<file path="src/rtl/schedule_issuer_if.sv">
// DRAM command bus between the schedule issuer and the PHY.
`ifndef SCHEDULE_ISSUER_DEFS
`define SCHEDULE_ISSUER_DEFS
`define CYCLE_WIDTH 8
`define BANK_GROUP_WIDTH 2
`define BANK_WIDTH 2
`define ROW_WIDTH 16
`define COLUMN_WIDTH 10
`define REQUEST_ID_WIDTH 8
`define CMD_PRE 3'd1
`define CMD_ACT 3'd2
`define CMD_RD 3'd3
`endif

// A command transfers on a clock edge where dram_cmd_valid and dram_cmd_ready are
// both 1; while valid=1 and ready=0 the master holds every field stable. valid=0
// marks a bubble slot, which needs no ready and is never held.
interface schedule_issuer_if;
    logic                           dram_cmd_valid;
    logic                           dram_cmd_ready;
    logic [2:0]                     dram_cmd_type;
    logic [`BANK_GROUP_WIDTH-1:0]   dram_bank_group;
    logic [`BANK_WIDTH-1:0]         dram_bank;
    logic [`ROW_WIDTH-1:0]          dram_row;
    logic [`COLUMN_WIDTH-1:0]       dram_column;
    logic [`REQUEST_ID_WIDTH-1:0]   dram_request_id;
    logic [`CYCLE_WIDTH-1:0]        dram_cmd_slot;

    modport master (
        output dram_cmd_valid, dram_cmd_type, dram_bank_group, dram_bank,
               dram_row, dram_column, dram_request_id, dram_cmd_slot,
        input  dram_cmd_ready
    );

    modport slave (
        input  dram_cmd_valid, dram_cmd_type, dram_bank_group, dram_bank,
               dram_row, dram_column, dram_request_id, dram_cmd_slot,
        output dram_cmd_ready
    );
endinterface

</file>
<file path="src/rtl/schedule_issuer.sv">
// Walks the generated schedule table slot by slot, prefetching through a small FIFO
// and presenting one command (or bubble) per slot on the DRAM command bus.
`ifndef SCHEDULE_ISSUER_DEFS
`define SCHEDULE_ISSUER_DEFS
`define CYCLE_WIDTH 8
`define BANK_GROUP_WIDTH 2
`define BANK_WIDTH 2
`define ROW_WIDTH 16
`define COLUMN_WIDTH 10
`define REQUEST_ID_WIDTH 8
`define CMD_PRE 3'd1
`define CMD_ACT 3'd2
`define CMD_RD 3'd3
`endif

module schedule_issuer #(
    parameter int RD_LATENCY = 2,
    parameter int FIFO_DEPTH = 4
) (
    input  logic                          clk,
    input  logic                          rst_n,
    input  logic                          start,
    input  logic                          abort,
    input  logic [`CYCLE_WIDTH-1:0]       sched_len,
    output logic                          busy,
    output logic                          done,
    output logic                          sched_rd_en,
    output logic [`CYCLE_WIDTH-1:0]       sched_rd_addr,
    input  logic                          sched_rd_valid,
    input  logic [2:0]                    sched_rd_cmd_type,
    input  logic [`BANK_GROUP_WIDTH-1:0]  sched_rd_bank_group,
    input  logic [`BANK_WIDTH-1:0]        sched_rd_bank,
    input  logic [`ROW_WIDTH-1:0]         sched_rd_row,
    input  logic [`COLUMN_WIDTH-1:0]      sched_rd_column,
    input  logic [`REQUEST_ID_WIDTH-1:0]  sched_rd_request_id,
    schedule_issuer_if.master             dram,
    output logic [`REQUEST_ID_WIDTH:0]    rd_issued_count,
    output logic [15:0]                   stall_cycles,
    output logic [1:0]                    dbg_state
);
    localparam int CW = `CYCLE_WIDTH;
    localparam int IW = `REQUEST_ID_WIDTH;
    localparam int PW = $clog2(FIFO_DEPTH);
    localparam int NW = $clog2(FIFO_DEPTH + 1);
    localparam int OW = $clog2(FIFO_DEPTH + RD_LATENCY + 1) + 1;

    typedef enum logic [1:0] {IDLE = 2'd0, RUN = 2'd1, FLUSH = 2'd2, DONE = 2'd3} state_t;

    typedef struct packed {
        logic                          valid;
        logic [2:0]                    cmd;
        logic [`BANK_GROUP_WIDTH-1:0]  bg;
        logic [`BANK_WIDTH-1:0]        bank;
        logic [`ROW_WIDTH-1:0]         row;
        logic [`COLUMN_WIDTH-1:0]      col;
        logic [`REQUEST_ID_WIDTH-1:0]  id;
    } entry_t;

    state_t                 state;
    logic [CW-1:0]          len_q;
    logic [CW-1:0]          cons_cnt;
    logic [CW:0]            pf_ptr;
    logic [RD_LATENCY-1:0]  inflight;
    entry_t                 fifo_mem [FIFO_DEPTH];
    logic [PW-1:0]          wr_ptr;
    logic [PW-1:0]          rd_ptr;
    logic [NW-1:0]          fifo_count;
    logic                   out_full;
    entry_t                 rd_entry;
    entry_t                 head;
    logic                   accept;
    logic                   out_free;
    logic                   fifo_wr;
    logic                   load;
    logic                   issue;
    logic [OW-1:0]          infl_n;
    logic [OW-1:0]          occ;

    assign rd_entry  = {sched_rd_valid, sched_rd_cmd_type, sched_rd_bank_group, sched_rd_bank,
                        sched_rd_row, sched_rd_column, sched_rd_request_id};
    assign head      = fifo_mem[rd_ptr];
    assign dbg_state = state;
    assign accept    = dram.dram_cmd_valid & dram.dram_cmd_ready;
    assign out_free  = !out_full || !dram.dram_cmd_valid || accept;
    assign fifo_wr   = inflight[RD_LATENCY-1];
    assign load      = (state == RUN) && out_free && (fifo_count != '0);

    // Occupancy counts reads still in flight so returned data always has a FIFO entry.
    always_comb begin
        infl_n = '0;
        for (int i = 0; i < RD_LATENCY; i++) infl_n = infl_n + OW'(inflight[i]);
        occ   = OW'(fifo_count) + infl_n - OW'(load);
        issue = (state == RUN) && (pf_ptr < {1'b0, len_q}) && (occ < OW'(FIFO_DEPTH));
    end

    function automatic logic [PW-1:0] ptr_inc(input logic [PW-1:0] p);
        return (p == PW'(FIFO_DEPTH - 1)) ? '0 : p + PW'(1);
    endfunction

    always_ff @(posedge clk) begin
        if (fifo_wr) fifo_mem[wr_ptr] <= rd_entry;
    end

    always_ff @(posedge clk) begin
        if (!rst_n) begin
            state                <= IDLE;
            busy                 <= 1'b0;
            done                 <= 1'b0;
            sched_rd_en          <= 1'b0;
            sched_rd_addr        <= '0;
            len_q                <= '0;
            cons_cnt             <= '0;
            pf_ptr               <= '0;
            inflight             <= '0;
            wr_ptr               <= '0;
            rd_ptr               <= '0;
            fifo_count           <= '0;
            out_full             <= 1'b0;
            dram.dram_cmd_valid  <= 1'b0;
            dram.dram_cmd_type   <= '0;
            dram.dram_bank_group <= '0;
            dram.dram_bank       <= '0;
            dram.dram_row        <= '0;
            dram.dram_column     <= '0;
            dram.dram_request_id <= '0;
            dram.dram_cmd_slot   <= '0;
            rd_issued_count      <= '0;
            stall_cycles         <= '0;
        end else begin
            if (accept && dram.dram_cmd_type == `CMD_RD)
                rd_issued_count <= rd_issued_count + (IW + 1)'(1);
            if (dram.dram_cmd_valid && !dram.dram_cmd_ready && stall_cycles != 16'hFFFF)
                stall_cycles <= stall_cycles + 16'd1;

            done        <= 1'b0;
            sched_rd_en <= issue;
            inflight    <= (inflight << 1) | RD_LATENCY'(issue);
            if (issue) begin
                sched_rd_addr <= pf_ptr[CW-1:0];
                pf_ptr        <= pf_ptr + (CW + 1)'(1);
            end
            if (fifo_wr) wr_ptr <= ptr_inc(wr_ptr);
            if (load) rd_ptr <= ptr_inc(rd_ptr);
            fifo_count <= fifo_count + NW'(fifo_wr) - NW'(load);

            case (state)
                IDLE: begin
                    if (start && !abort) begin
                        len_q           <= sched_len;
                        cons_cnt        <= '0;
                        rd_issued_count <= '0;
                        stall_cycles    <= '0;
                        if (sched_len == '0) begin
                            state <= DONE;
                            done  <= 1'b1;
                        end else begin
                            state         <= RUN;
                            busy          <= 1'b1;
                            sched_rd_en   <= 1'b1;
                            sched_rd_addr <= '0;
                            pf_ptr        <= (CW + 1)'(1);
                            inflight      <= RD_LATENCY'(1);
                        end
                    end
                end
                RUN: begin
                    if (out_free) begin
                        if (fifo_count != '0) begin
                            out_full             <= 1'b1;
                            dram.dram_cmd_valid  <= head.valid;
                            dram.dram_cmd_type   <= head.cmd;
                            dram.dram_bank_group <= head.bg;
                            dram.dram_bank       <= head.bank;
                            dram.dram_row        <= head.row;
                            dram.dram_column     <= head.col;
                            dram.dram_request_id <= head.id;
                            dram.dram_cmd_slot   <= cons_cnt;
                            cons_cnt             <= cons_cnt + CW'(1);
                            if (cons_cnt == len_q - CW'(1)) state <= FLUSH;
                        end else begin
                            out_full            <= 1'b0;
                            dram.dram_cmd_valid <= 1'b0;
                        end
                    end
                end
                FLUSH: begin
                    if (out_free) begin
                        out_full            <= 1'b0;
                        dram.dram_cmd_valid <= 1'b0;
                        state               <= DONE;
                        done                <= 1'b1;
                        busy                <= 1'b0;
                    end
                end
                DONE: state <= IDLE;
                default: state <= IDLE;
            endcase

            // Abort overrides everything above except the accept/stall accounting.
            if (state != IDLE && abort) begin
                state               <= IDLE;
                busy                <= 1'b0;
                done                <= 1'b0;
                sched_rd_en         <= 1'b0;
                pf_ptr              <= '0;
                inflight            <= '0;
                wr_ptr              <= '0;
                rd_ptr              <= '0;
                fifo_count          <= '0;
                out_full            <= 1'b0;
                dram.dram_cmd_valid <= 1'b0;
            end
        end
    end
endmodule

</file>
<file path="src/flat_wrapper.sv">
// flat-port wrapper written by rule: the top's interface ports become plain ports
module schedule_issuer_flat 
#(
    parameter int RD_LATENCY = 2,
    parameter int FIFO_DEPTH = 4
)
  (clk, rst_n, start, abort, sched_len, busy, done, sched_rd_en, sched_rd_addr, sched_rd_valid, sched_rd_cmd_type, sched_rd_bank_group, sched_rd_bank, sched_rd_row, sched_rd_column, sched_rd_request_id, rd_issued_count, stall_cycles, dbg_state, dram_dram_cmd_valid, dram_dram_cmd_type, dram_dram_bank_group, dram_dram_bank, dram_dram_row, dram_dram_column, dram_dram_request_id, dram_dram_cmd_slot, dram_dram_cmd_ready);
  schedule_issuer_if dram_i ();
  input  logic clk;
  input  logic rst_n;
  input  logic start;
  input  logic abort;
  input  logic [`CYCLE_WIDTH-1:0] sched_len;
  output logic busy;
  output logic done;
  output logic sched_rd_en;
  output logic [`CYCLE_WIDTH-1:0] sched_rd_addr;
  input  logic sched_rd_valid;
  input  logic [2:0] sched_rd_cmd_type;
  input  logic [`BANK_GROUP_WIDTH-1:0] sched_rd_bank_group;
  input  logic [`BANK_WIDTH-1:0] sched_rd_bank;
  input  logic [`ROW_WIDTH-1:0] sched_rd_row;
  input  logic [`COLUMN_WIDTH-1:0] sched_rd_column;
  input  logic [`REQUEST_ID_WIDTH-1:0] sched_rd_request_id;
  output logic [`REQUEST_ID_WIDTH:0] rd_issued_count;
  output logic [15:0] stall_cycles;
  output logic [1:0] dbg_state;
  output wire logic [$bits(dram_i.dram_cmd_valid)-1:0] dram_dram_cmd_valid;
  output wire logic [$bits(dram_i.dram_cmd_type)-1:0] dram_dram_cmd_type;
  output wire logic [$bits(dram_i.dram_bank_group)-1:0] dram_dram_bank_group;
  output wire logic [$bits(dram_i.dram_bank)-1:0] dram_dram_bank;
  output wire logic [$bits(dram_i.dram_row)-1:0] dram_dram_row;
  output wire logic [$bits(dram_i.dram_column)-1:0] dram_dram_column;
  output wire logic [$bits(dram_i.dram_request_id)-1:0] dram_dram_request_id;
  output wire logic [$bits(dram_i.dram_cmd_slot)-1:0] dram_dram_cmd_slot;
  input wire logic [$bits(dram_i.dram_cmd_ready)-1:0] dram_dram_cmd_ready;
  assign dram_dram_cmd_valid = dram_i.dram_cmd_valid;
  assign dram_dram_cmd_type = dram_i.dram_cmd_type;
  assign dram_dram_bank_group = dram_i.dram_bank_group;
  assign dram_dram_bank = dram_i.dram_bank;
  assign dram_dram_row = dram_i.dram_row;
  assign dram_dram_column = dram_i.dram_column;
  assign dram_dram_request_id = dram_i.dram_request_id;
  assign dram_dram_cmd_slot = dram_i.dram_cmd_slot;
  assign dram_i.dram_cmd_ready = dram_dram_cmd_ready;
  schedule_issuer #(.RD_LATENCY(RD_LATENCY), .FIFO_DEPTH(FIFO_DEPTH)) u_core (.clk(clk), .rst_n(rst_n), .start(start), .abort(abort), .sched_len(sched_len), .busy(busy), .done(done), .sched_rd_en(sched_rd_en), .sched_rd_addr(sched_rd_addr), .sched_rd_valid(sched_rd_valid), .sched_rd_cmd_type(sched_rd_cmd_type), .sched_rd_bank_group(sched_rd_bank_group), .sched_rd_bank(sched_rd_bank), .sched_rd_row(sched_rd_row), .sched_rd_column(sched_rd_column), .sched_rd_request_id(sched_rd_request_id), .dram(dram_i), .rd_issued_count(rd_issued_count), .stall_cycles(stall_cycles), .dbg_state(dbg_state));
endmodule
</file>
<file path="config.mk">
export PLATFORM = sky130hd
export DESIGN_NAME = schedule_issuer_flat
export DESIGN_NICKNAME = d
export VERILOG_FILES = /design/src/rtl/schedule_issuer_if.sv /design/src/rtl/schedule_issuer.sv /design/src/flat_wrapper.sv
export SDC_FILE = /design/constraint.sdc
export NUM_CORES = 1
export LEC_CHECK = 0
export BUFFER_PORTS_ARGS = -buffer_cell sky130_fd_sc_hd__buf_4
export CELL_PAD_IN_SITES_DETAIL_PLACEMENT = 0
export CELL_PAD_IN_SITES_GLOBAL_PLACEMENT = 1
export CORE_ASPECT_RATIO = 0.5
export CORE_MARGIN = 2
export CORE_UTILIZATION = 51
export DETAILED_ROUTE_END_ITERATION = 8
export PLACE_DENSITY_LB_ADDON = 0.1
export SYNTH_ARGS = -nofsm -noshare
export SYNTH_HDL_FRONTEND = slang
export SYNTH_SLANG_ARGS = --single-unit
</file>
<file path="constraint.sdc">
create_clock -name clk -period 6.4 [get_ports clk]
set_clock_uncertainty 0.1 [all_clocks]
set_input_delay 0.96 -clock clk [delete_from_list [all_inputs] [get_ports clk]]
set_output_delay 0.96 -clock clk [all_outputs]
set_load 0.01 [all_outputs]
</file>
==> results.py <==
metrics = {
    "min_path": {
        "hp-class": "reg -> reg",
    },
    "critical_path": {
        "cp-end-kind": "register",
        "crit_path_top_delay_cell": "or4b_1",
        "cp.arrival_ps": 3680,
        "crit_chain": "inv_1, ha_1, inv_1, nor3_4, nand2b_1, ha_1, nand3_1, a21oi_1, or4b_1, a221oi_2, buf_4, mux2i_1, nor2_1",
        "path_class": "reg -> reg",
        "path_max_fanout": 22,
        "startpoint_type": "register",
        "slowest_delay_ps": 530,
        "worstPathRequired_ps": 6710,
    },
    "drt": {
        "vias": 7091,
        "antenna_left": 0,
        "detail_route.wl_per_cell_um": 17.66,
        "first_pass_iters": 4,
        "viasPerCell": 5.276,
        "routed_wl_mm": 23.74,
        "drc_errors": 0,
        "drt_iter0_markers": 432,
    },
    "sta": {
        "final.period_utilization": 0.5257,
        "fin_crit_ps": 3365,
        "worst_slew_pin_slew_ps": 1135,
        "finalSetupViolations": 0,
        "final_max_slew_viol_count": 0,
        "hold_violations": 0,
        "timing.fmax_ghz": 0.2972,
        "slew_headroom": 0.2380,
        "rsz0062_at_grt": "false",
        "final.setup.tns_ps": 0,
    },
    "synth": {
        "yosys.area.top_type": "edfxtp_1",
        "async_flop_share": 0,
        "synth_area_um2": 11660,
        "synthFlopType": "edfxtp_1",
        "netlist_instances": 878,
        "yosysWarnings": 0,
        "postSynthNetCount": 959,
        "syn_area_per_cell_um2": 13.28,
        "synth_enable_flop_cells": 168,
        "synth_cell_types": 50,
        "synth_seq_area_share": 0.6455,
        "ys_top_cells_by_area": "edfxtp_1 43%, dfxtp_1 21%, mux4_2 8.1%",
        "ys_seq_elements": 292,
        "yosysTopAreaCellShare": 0.4326,
    },
    "clock_network": {
        "postCtsSetupRepairBufs": 0,
        "clock_sinks": 292,
        "clk_path_buf_depth": 3,
        "cts_tree": "built",
        "clk-insertion-delay-late_ps": 550,
        "clkTransAtPathRegs_ps": 70,
        "cts_hold_buf": 0,
        "cts-root-buf": "clkbuf_16",
        "htreeDepth": 1,
        "post_cts_resized": 0,
        "cts_buffers": 26,
    },
    "cells_and_area": {
        "multi_input_comb_area_um2": 3877,
        "nets": 1098,
        "ff_latch_area_um2": 7532,
        "final_common_cell": "edfxtp_1",
        "mostFrequentLayoutCells": "168 x edfxtp_1, 150 x buf_4, 122 x dfxtp_1",
        "syn2layout_area_growth_pct": 18.97,
        "diodes": 0,
        "layout-drive-gt1-share": 0.2343,
        "fin_area_um2": 13870,
        "fillers": 1820,
    },
    "floorplanning": {
        "start_util": 0.5150,
        "die_y_um": 110.9,
        "die_area_um2": 24160,
        "fp.dieW_um": 217.8,
        "ios": 143,
        "core_area_um2": 22640,
        "rows": 39,
    },
    "grt": {
        "grt_pass1_vias": 7252,
        "grt_pass1_wl_mm": 38.10,
        "grt_usage": 0.2014,
        "grt_max_degree": 63,
        "grt-ovfl-total": 0,
        "antenna_found_initial": 0,
    },
    "placed_design": {
        "gp_congestion": 0.7965,
        "hpwl_mm": 14.19,
        "placed_area_um2": 13030,
        "numPortBuffers": 142,
    },
    "pwr": {
        "power-per-cell-area_nw_per_um2": 302.0,
        "pwr-share-clk": 0.372,
        "p_seq_frac": 0.505,
        "power_switching_share": 0.2460,
        "p_int_uw": 3160,
        "p_leak_uw": 0.004947,
        "ir_drop_mv": 0.2639,
        "p_sw_uw": 1031,
        "combPwrFrac": 0.122,
    },
    "flow_run": {
        "maxCapViolations": 0,
    },
    "status": {
        "status": "finished, final reports clean",
    },
}
-- metal layers --
| layer | track usage | up-vias | wire length, µm | part of all wire |
|---|---|---|---|---|
| li1 | - | 3457 | - | - |
| met1 | 0.2777 | 3498 | 11020 | 0.46 |
| met2 | 0.3359 | 103 | 11410 | 0.48 |
| met3 | 0.03731 | 33 | 908 | 0.038 |
| met4 | 0.04354 | 0 | 408 | 0.017 |
| met5 | 0 | - | 0 | 0 |
-- through the flow --
step                total power (µW)  hold WS, ps  std cells  setup slack, ps    util
floorplan                       2500        341.9        878             2838       -
global placement                2670        352.2       1296             2849  0.5753
detailed placement              2679        358.9       1296             2764  0.5753
CTS                             4240        367.3       1344             3023  0.6127
global route                    4371        391.9       1344             2777  0.6127
finish                          4190        367.2       1344             3035  0.6127
-- power groups by stage --
stage | registers, µW | logic (µW) | clock network [µW]
floorplan | 2140 | 363 | 0
global placement | 2160 | 512 | 0
detailed placement | 2160 | 519 | 0
CTS | 2120 | 521 | 1600
global route | 2130 | 573 | 1670
finish | 2120 | 513 | 1560
-- worst paths after layout --
kind | start | to | slack [ps] | cells after the start
max | u_core.dbg_state[1] | u_core.sched_rd_addr[4] | 3040 | 13
min | u_core.dram.dram_row[1] | u_core.dram.dram_row[1] | 370 | 2
max reg2reg | u_core.dbg_state[1] | u_core.sched_rd_addr[4] | 3040 | 13
min reg2reg | u_core.dram.dram_row[1] | u_core.dram.dram_row[1] | 370 | 2
-- synthesized netlist by cell type (all sizes together) (5+ instances only) --
library cell,number
and2,7
nand2b,6
nor2,72
edfxtp,168
nand4,15
inv,28
buf,9
and3,11
ha,25
xnor2,19
and4,5
nand2,121
nor3,6
a21oi,28
o21ai,11
dfxtp,124
nand3,16
xor2,26
a21boi,50
mux2i,16
nor2b,8
clkbuf,30
mux4,42
-- state kept, by name, indices dropped and copies added (netlist names), named ones only --
register	count
u_core.dram.dram_row	16
u_core.dbg_state	2
u_core.dram.dram_bank	2
u_core.sched_rd_addr	8
u_core.dram.dram_request_id	8
u_core.len_q	8
u_core.cons_cnt	8
u_core.stall_cycles	16
u_core.out_full	1
u_core.dram.dram_cmd_valid	1
u_core.dram.dram_bank_group	2
u_core.dram.dram_cmd_slot	8
u_core.rd_ptr	2
u_core.inflight	2
u_core.fifo_mem	168
u_core.dram.dram_cmd_type	3
u_core.done	1
u_core.rd_issued_count	9
u_core.pf_ptr	9
u_core.wr_ptr	2
u_core.fifo_count	3
u_core.dram.dram_column	10
u_core.busy	1
-- cell type report --
| cell class | instances | area share |
|---|---|---|
| timing repair buffer | 150 | 0.08117 |
| clock inverter | 10 | 0.008027 |
| sequential | 292 | 0.5429 |
| multi-input combinational | 519 | 0.2795 |
| tap | 307 | 0.02769 |
| clock buffer | 38 | 0.05312 |
| inverter | 28 | 0.007576 |
-- worst max-delay path, delay by kind of cell, from the launching register on --
family	cells	cell delay, ps
simple gates	5	980
mux	1	260
fa+ha+maj	2	630
flops	1	330
compound gates	2	310
buf+inv	3	620
-- logic make-up after synthesis --
family          after synthesis  share of synthesized area
buf+inv                      67                    0.02318
compound gates              110                    0.06438
fa+ha+maj                    26                    0.02854
flops                       292                     0.6455
simple gates                280                     0.1098
xor+xnor                     45                    0.03380
mux                          58                    0.09485
Note: power is estimated with default switching activity, not from simulation.
